## src/rtl/usc_rv_mc_unit.sv

```systemverilog
// RV32M multi-cycle multiply/divide unit: single-cycle multiply and divide
// special cases, 32-step restoring divider, result held until writeback.
module usc_rv_mc_unit #(
   parameter int MC_CTL_W = 8
) (
   input  logic                clk,
   input  logic                reset_n,
   input  logic                mc_op_vld_i,
   input  logic [MC_CTL_W-1:0] mc_op_ctl_i,
   input  logic [31:0]         mc_op_src0_i,
   input  logic [31:0]         mc_op_src1_i,
   output logic                mc_rdy_o,
   input  logic                mc_flush_i,
   output logic                mc_wb_vld_o,
   output logic [4:0]          mc_wb_rd_o,
   output logic [31:0]         mc_wb_data_o,
   input  logic                mc_wb_rdy_i
);

   typedef enum logic [1:0] {IDLE, MUL, DIV, DONE} state_t;

   state_t      state, state_nxt;
   logic [2:0]  op_in, op_q;
   logic [4:0]  rd_in, rd_q;
   logic [31:0] a_q, b_q;
   logic [4:0]  cnt;
   logic        div_busy;
   logic [31:0] rem_q, dvd_q;
   logic [4:0]  wb_rd_q;
   logic [31:0] wb_data_q;

   logic        accept, fast_in;
   logic        sdiv, neg_q, neg_r, a_sgn, b_sgn, ge;
   logic [31:0] mag_a, mag_b, rem_nxt, dvd_nxt, div_res, mul_res;
   logic [32:0] rem_sh;
   logic [63:0] a_ext, b_ext, prod;

   assign op_in  = mc_op_ctl_i[2:0];
   assign rd_in  = mc_op_ctl_i[7:3];
   assign accept = (state == IDLE) && mc_op_vld_i && !mc_flush_i;

   // Multiplies, divide-by-zero and signed overflow all resolve in one MUL cycle
   assign fast_in = !op_in[2] || (mc_op_src1_i == '0) ||
                    (!op_in[0] && mc_op_src0_i == 32'h8000_0000 && mc_op_src1_i == '1);

   // Multiplier: operands extended to 64 bits so the modular product is exact
   assign a_sgn = !(op_q[1] && op_q[0]);
   assign b_sgn = !op_q[1];
   assign a_ext = (a_sgn && a_q[31]) ? {32'hFFFF_FFFF, a_q} : {32'h0, a_q};
   assign b_ext = (b_sgn && b_q[31]) ? {32'hFFFF_FFFF, b_q} : {32'h0, b_q};
   assign prod  = a_ext * b_ext;

   always_comb begin
      mul_res = '0;
      if (!op_q[2])
         mul_res = (op_q[1:0] == 2'b00) ? prod[31:0] : prod[63:32];
      else if (b_q == '0)
         mul_res = op_q[1] ? a_q : '1;
      else
         mul_res = op_q[1] ? '0 : 32'h8000_0000;
   end

   // Restoring divider on magnitudes; remainder after subtraction fits in 32 bits
   assign sdiv    = op_q[2] && !op_q[0];
   assign mag_a   = (sdiv && a_q[31]) ? -a_q : a_q;
   assign mag_b   = (sdiv && b_q[31]) ? -b_q : b_q;
   assign rem_sh  = {rem_q, dvd_q[31]};
   assign ge      = rem_sh >= {1'b0, mag_b};
   assign rem_nxt = ge ? (rem_sh[31:0] - mag_b) : rem_sh[31:0];
   assign dvd_nxt = {dvd_q[30:0], ge};
   assign neg_q   = sdiv && (a_q[31] ^ b_q[31]);
   assign neg_r   = sdiv && a_q[31];
   assign div_res = op_q[1] ? (neg_r ? -rem_nxt : rem_nxt)
                            : (neg_q ? -dvd_nxt : dvd_nxt);

   always_ff @(posedge clk or negedge reset_n) begin
      if (!reset_n) state <= IDLE;
      else          state <= state_nxt;
   end

   always_comb begin
      state_nxt = state;
      if (mc_flush_i) begin
         state_nxt = IDLE;
      end else begin
         case (state)
            IDLE:    if (mc_op_vld_i) state_nxt = fast_in ? MUL : DIV;
            MUL:     state_nxt = DONE;
            DIV:     if (div_busy && cnt == 5'd31) state_nxt = DONE;
            DONE:    if (mc_wb_rdy_i) state_nxt = IDLE;
            default: state_nxt = IDLE;
         endcase
      end
   end

   always_comb begin
      mc_rdy_o    = 1'b0;
      mc_wb_vld_o = 1'b0;
      case (state)
         IDLE:    mc_rdy_o    = 1'b1;
         DONE:    mc_wb_vld_o = 1'b1;
         default: ;
      endcase
   end

   always_ff @(posedge clk or negedge reset_n) begin
      if (!reset_n) begin
         op_q      <= '0;
         rd_q      <= '0;
         a_q       <= '0;
         b_q       <= '0;
         cnt       <= '0;
         div_busy  <= 1'b0;
         rem_q     <= '0;
         dvd_q     <= '0;
         wb_rd_q   <= '0;
         wb_data_q <= '0;
      end else begin
         if (accept) begin
            op_q     <= op_in;
            rd_q     <= rd_in;
            a_q      <= mc_op_src0_i;
            b_q      <= mc_op_src1_i;
            cnt      <= '0;
            div_busy <= 1'b0;
         end
         if (state == MUL && !mc_flush_i) begin
            wb_data_q <= mul_res;
            wb_rd_q   <= rd_q;
         end
         // First DIV cycle loads magnitudes, then 32 iteration cycles follow
         if (state == DIV && !mc_flush_i) begin
            if (!div_busy) begin
               div_busy <= 1'b1;
               rem_q    <= '0;
               dvd_q    <= mag_a;
            end else begin
               rem_q <= rem_nxt;
               dvd_q <= dvd_nxt;
               cnt   <= cnt + 5'd1;
               if (cnt == 5'd31) begin
                  wb_data_q <= div_res;
                  wb_rd_q   <= rd_q;
               end
            end
         end
      end
   end

   assign mc_wb_rd_o   = wb_rd_q;
   assign mc_wb_data_o = wb_data_q;

endmodule

```

## config.mk

```make
export PLATFORM = sky130hd
export DESIGN_NAME = usc_rv_mc_unit
export DESIGN_NICKNAME = d
export VERILOG_FILES = /design/src/rtl/usc_rv_mc_unit.sv
export SDC_FILE = /design/constraint.sdc
export NUM_CORES = 2
export LEC_CHECK = 0
export CAP_MARGIN = 15
export CORE_ASPECT_RATIO = 1.1
export CORE_MARGIN = 4
export CORE_UTILIZATION = 40
export DETAILED_ROUTE_END_ITERATION = 10
export SLEW_MARGIN = 20
export SYNTH_ARGS = -nofsm -noshare
export SYNTH_HDL_FRONTEND = slang
export SYNTH_SLANG_ARGS = --single-unit
export TNS_END_PERCENT = 1
```

## constraint.sdc

```tcl
create_clock -name clk -period 12.8 [get_ports clk]
set_input_delay 2.56 -clock clk [delete_from_list [all_inputs] [get_ports clk]]
set_output_delay 2.56 -clock clk [all_outputs]
set_load 0.005 [all_outputs]
```

# == Yosys cells after proc, flatten, opt, wreduce, memory -nomap -nowiden ==
# Index checks and enable logic that the tools add are counted.
# totals
regBits,181
in_bits,77
out_inout_bits,39
elab_cells,93
# classes
addsub,6
mul,1
n_lt_le_gt_ge,1
n_eq_ne,9
n_mux,37
bitwise,1
reduce_logical,27
# ops
op,count
32-bit two-way mux,17
64-bit two-way mux,2
32-bit negator,4
"32-bit equality test, second input constant",2
32-bit zero test,2
64-bit by 64-bit multiplier with 64-bit output,1
5-bit two-way mux,7
33-bit by 32-bit >= comparator with 1-bit output,1
32-bit subtractor,1
1-bit logical AND,14
2-bit two-way mux,5
"3-bit != test, second input constant",3
2-bit case mux with 4 select lines,1
1-bit zero test,6
"5-bit by 1-bit adder with 5-bit output, second input constant",1
"5-bit equality test, second input constant",1
1-bit two-way mux,5
"2-bit equality test, second input constant",2
2-bit zero test,2
3-bit AND reduction,1
"2-bit by 1-bit equality test with 1-bit output, second input constant",1
1-bit logical OR,2
1-bit XOR,1

# == Longest topological paths before layout ==
# logic_depth
word_depth,12
mapped_depth,39
mapped_depth_nobuf,35

# == Worst setup path before layout ==
# Ideal clock, no wire load.
# synth_timing
path_type,register to register
start,reg op_q[1]
end,reg wb_data_q[29] (netlist: mc_wb_data_o[29])
setup_time_ns,0.124
t_arrival_ns,9.617
required_ns,12.676
path_slack_ns,3.059
path_stages_with_launch,33
n_path_buf,4
period_less_slack_ns,9.741
path_cell_list,dfrtp_1 -> clkbuf_1 -> nand2_1 -> and2_1 -> clkbuf_1 -> buf_1 -> nand2_1 -> fa_1 -> fa_1 -> inv_1 -> fa_1 -> fa_1 -> fa_1 -> fa_1 -> fa_1 -> fa_1 -> fa_1 -> inv_1 -> fa_1 -> inv_1 -> ha_1 -> clkbuf_1 -> nand3_1 -> or3_1 -> a21oi_1 -> a21oi_1 -> a211oi_1 -> o31a_1 -> a31oi_1 -> o21bai_1 -> mux2i_1 -> a221oi_1 -> a211o_1
# synth_via
elab_chain_cells,11
elab_cells_between_ends,18
cone_classes,mul: 1; mux: 11; reduce/logical: 6
# synth_lines
item,line_no,rtl
"start, declared",23,"logic [2:0] op_in, op_q;"
"start signal, assigned",120,op_q <= op_in;
1-bit logical AND,47,assign a_sgn = !(op_q[1] && op_q[0]);
1-bit zero test,47,
1-bit logical AND,49,"assign a_ext = (a_sgn && a_q[31]) ? {32'hFFFF_FFFF, a_q} : {32'h0, a_q};"
64-bit two-way mux,49,
64-bit by 64-bit multiplier with 64-bit output,51,assign prod = a_ext * b_ext;
32-bit two-way mux,56,mul_res = (op_q[1:0] == 2'b00) ? prod[31:0] : prod[63:32];
32-bit two-way mux,55,if (!op_q[2])
32-bit two-way mux,127,if (state == MUL && !mc_flush_i) begin
32-bit two-way mux,141,if (cnt == 5'd31) begin
32-bit two-way mux,133,if (!div_busy) begin
32-bit two-way mux (*),132,if (state == DIV && !mc_flush_i) begin
"end signal, assigned",128,wb_data_q <= mul_res;
"end signal, assigned",142,wb_data_q <= div_res;
"end, declared",30,logic [31:0] wb_data_q;
# Every way passes the cells marked *; elsewhere a longest branch is shown, timed or not.
# A chain may end at the register's enable or synchronous reset.

# == Worst setup path in the final report ==
# layout_timing
start,reg op_q[0]
end,reg wb_data_q[30] (netlist: mc_wb_data_o[30])
# layout_via
elab_chain_cells,12
elab_cells_between_ends,26
cone_classes,add/sub: 3; mul: 1; order compare: 1; mux: 12; reduce/logical: 9
# layout_lines
item,line_no
"parallel branches: the longest is 11 deep, another holds 64-bit by 64-bit multiplier with 64-bit output",-
32-bit two-way mux (*),132
# Every way passes the cells marked *.

==> impl_metrics.yaml <==
grt:
  grt_overflow: 0
  antenna_found_initial: 14
  grt_pass1_wl_mm: 313
  track_usage: 0.259
  grt_max_degree: 95
  grt_pass1_vias: 50200
worst_setup_path:
  critPathMostFrequentCell: "fa_1"
  r2r_cells: 29
  critPathSlowestCell: "fa_1"
  cp.depth: 29
  endpoint_kind: "register"
  critPathRequiredTime_ns: 13.18
  crit_type: "register to register"
  crit_arrival_ns: 11.11
  worstPathMaxFanout: 27
  crit_family: "adder cells"
  cp-start-kind: "register"
  crit_path_max_incr_delay_ns: 1.01
  critPathBufInv: 4
logic_synthesis:
  async_flop_share: 1.00
  yosys.area.top_type: "fa_1"
  syn_inst: 6725
  synth-edff-count: 0
  synthAdderAreaFrac: 0.536
  muxShareOfSynthArea: 0.0183
  synth_top_family_by_area: "adder cells"
  synth.top_cell.area_share: 0.463
  ys_ff_latch: 181
  yosys.area_share.simple: 0.145
  synth_ff_type: "dfrtp_1"
  yosysUniqueCellTypes: 86
  synth_xor_xnor_area_share: 0.0340
  syn_area_um2: 61400
  synth_warnings: 0
  ys_seq_area_frac: 0.0738
  avgSynthCellArea_um2: 9.12
  mappedNetlistNets: 8573
  synth_area_leaders: "fa_1 (46%), inv_1 (9.4%), dfrtp_1 (7.4%)"
  synth-compound-area-share: 0.0758
routing:
  ant_nets: 0
  finalWirelength_mm: 203
  firstDrtPassIters: 6
  via_per_inst: 5.35
  drcViolationCount: 0
  vias: 46300
  dr.first_iter.drc_count: 3321
  wl_per_cell_um: 23.5
sta:
  fin_tns_setup_ns: 0
  rsz0062_at_grt: "no"
  worstMarginPinSlew_ns: 1.19
  hold_violations: 0
  max_slew_margin: 0.207
  maxSlewViolCount: 0
  min_period_ns: 10.73
  setup_viol: 0
  fin_crit_sh: 0.838
  fmax_mhz: 93.2
  fin_skew_ns: 0.0194
clocking:
  cts_buffers: 17
  post_cts_buffers: 0
  cts_tree: "yes"
  cts_root_buffer: "clkbuf_16"
  clk_pin_slew_ns: 0.09
  holdBufCountCts: 0
  clk_latency_ns: 0.47
  h-tree-depth: 4
  cts_buffer_depth: 2
  clock-sinks: 181
  post_cts_resized: 0
floorplan:
  boundaryPins: 116
  die-height_um: 419
  num_rows: 150
  core_area_um2: 152000
  die_area_um2: 160000
  dieWidth_um: 381
  start_util: 0.403
worst_hold_path:
  worstHoldPathType: "register to register"
  min_path_cells: 2
run_status:
  status: "finished clean"
placed_design:
  gp_congestion: 1.00
  io_buffers: 115
  dpl.hpwl_mm: 167
layout:
  drive_gt1_frac: 0.0417
  fin_nets: 8435
  area_growth_pct: 6.12
flow_run:
  maxCapViolCount: 0
worst min-delay path: cells and delay by family, from the launching register on:
| family | cells | cell delay, ns |
|---|---|---|
| simple gates | 2 | 0.09 |
| flops | 1 | 0.35 |
worst paths after layout:
check                           slack (ns)          endpoint          start
worst max-delay path                  2.07  mc_wb_data_o[30]        op_q[0]
worst min-delay path                  0.47     mc_wb_rd_o[1]  mc_wb_rd_o[1]
worst max register to register        2.07  mc_wb_data_o[30]        op_q[0]
worst min register to register        0.47     mc_wb_rd_o[1]  mc_wb_rd_o[1]
max in group asynchronous             8.59           a_q[15]        reset_n
min in group asynchronous             2.12     mc_wb_rd_o[2]        reset_n
sequential cells by signal, summed over array words and instances (netlist names):
signal,count
rem_q,32
rd_q,5
cnt,5
a_q,32
state,2
mc_wb_data_o,32
op_q,3
b_q,32
mc_wb_rd_o,5
div_busy,1
dvd_q,32
synth_stat cells, types with 10 or more instances:
library cell     n
ha_1           351
nand3_1         48
and2_1         613
mux2_2          74
a31oi_1         29
o31a_1          10
buf_1           34
xnor2_1        153
a211oi_1        25
o21a_1          18
or4_1           15
o211ai_1        25
and3_1          24
mux2i_1         29
clkbuf_1       324
nor4_1          39
o21bai_1        12
fa_1          1420
dfrtp_1        181
o22ai_1         11
a22o_1          11
nand2b_1        23
a21o_1          51
nor3_1          51
buf_2           12
nand4_1         20
o41ai_1         11
xor2_1          85
or3_1           26
o221ai_1        18
nor2_1         174
o31ai_1         24
o21ai_0        183
inv_1         1543
nand2_1        720
a21oi_1        215
per-layer routing:
metal | GRT usage | wire, µm | up-vias | share of wire
li1 | - | - | 19900 | -
met4 | 0.110 | 10800 | 8 | 0.053
met5 | 0 | 54 | - | 0.00027
met1 | 0.333 | 81800 | 24300 | 0.40
met3 | 0.0265 | 11800 | 409 | 0.058
met2 | 0.445 | 98800 | 1643 | 0.49
cell families after synthesis:
group,count (synthesis)
buffers and inverters,1914
and+or+nand+nor,1790
adders and majority gates,1775
AOI/OAI and AO/OA,724
xor gates and xnor gates,238
DFF,181
muxes,103
metrics by stage:
step                cell area [µm²]  setup slack, ns   util  instances  hold WS, ns
detailed placement            64500             2.17  0.424       8620        0.455
global placement              64500             2.33  0.424       8620        0.453
CTS                           65100             2.13  0.428       8652        0.474
floorplan                     61400             3.06      -       6725        0.440
global route                  65100             1.57  0.428       8652        0.486
finish                        65100             2.07  0.428       8656        0.468
cell usage in the layout (no fill, tap or decap), drive strengths merged, types with 74 or more instances in the layout:
cell type and n:
mux2 74, xor2 85, clkdlybuf4s50 114, buf 99, a21oi 217, ha 351, inv 1553, and2 613
xnor2 153, nor2 175, dfrtp 181, fa 1420, nand2 720, o21ai 185
area by class of cell:
class                      count  area [µm²]
antenna                        4        10.0
fill                       15100       87100
inverter                    1543        5790
timing repair buffer         214        1900
clock buffer                  17         425
multi-input combinational   4630       49600
sequential                   181        4570
clock inverter                15         209
tap                         2052        2570
Power is not shown: default switching activity piles up to over one toggle a cycle in this logic, so the estimate is an artifact.
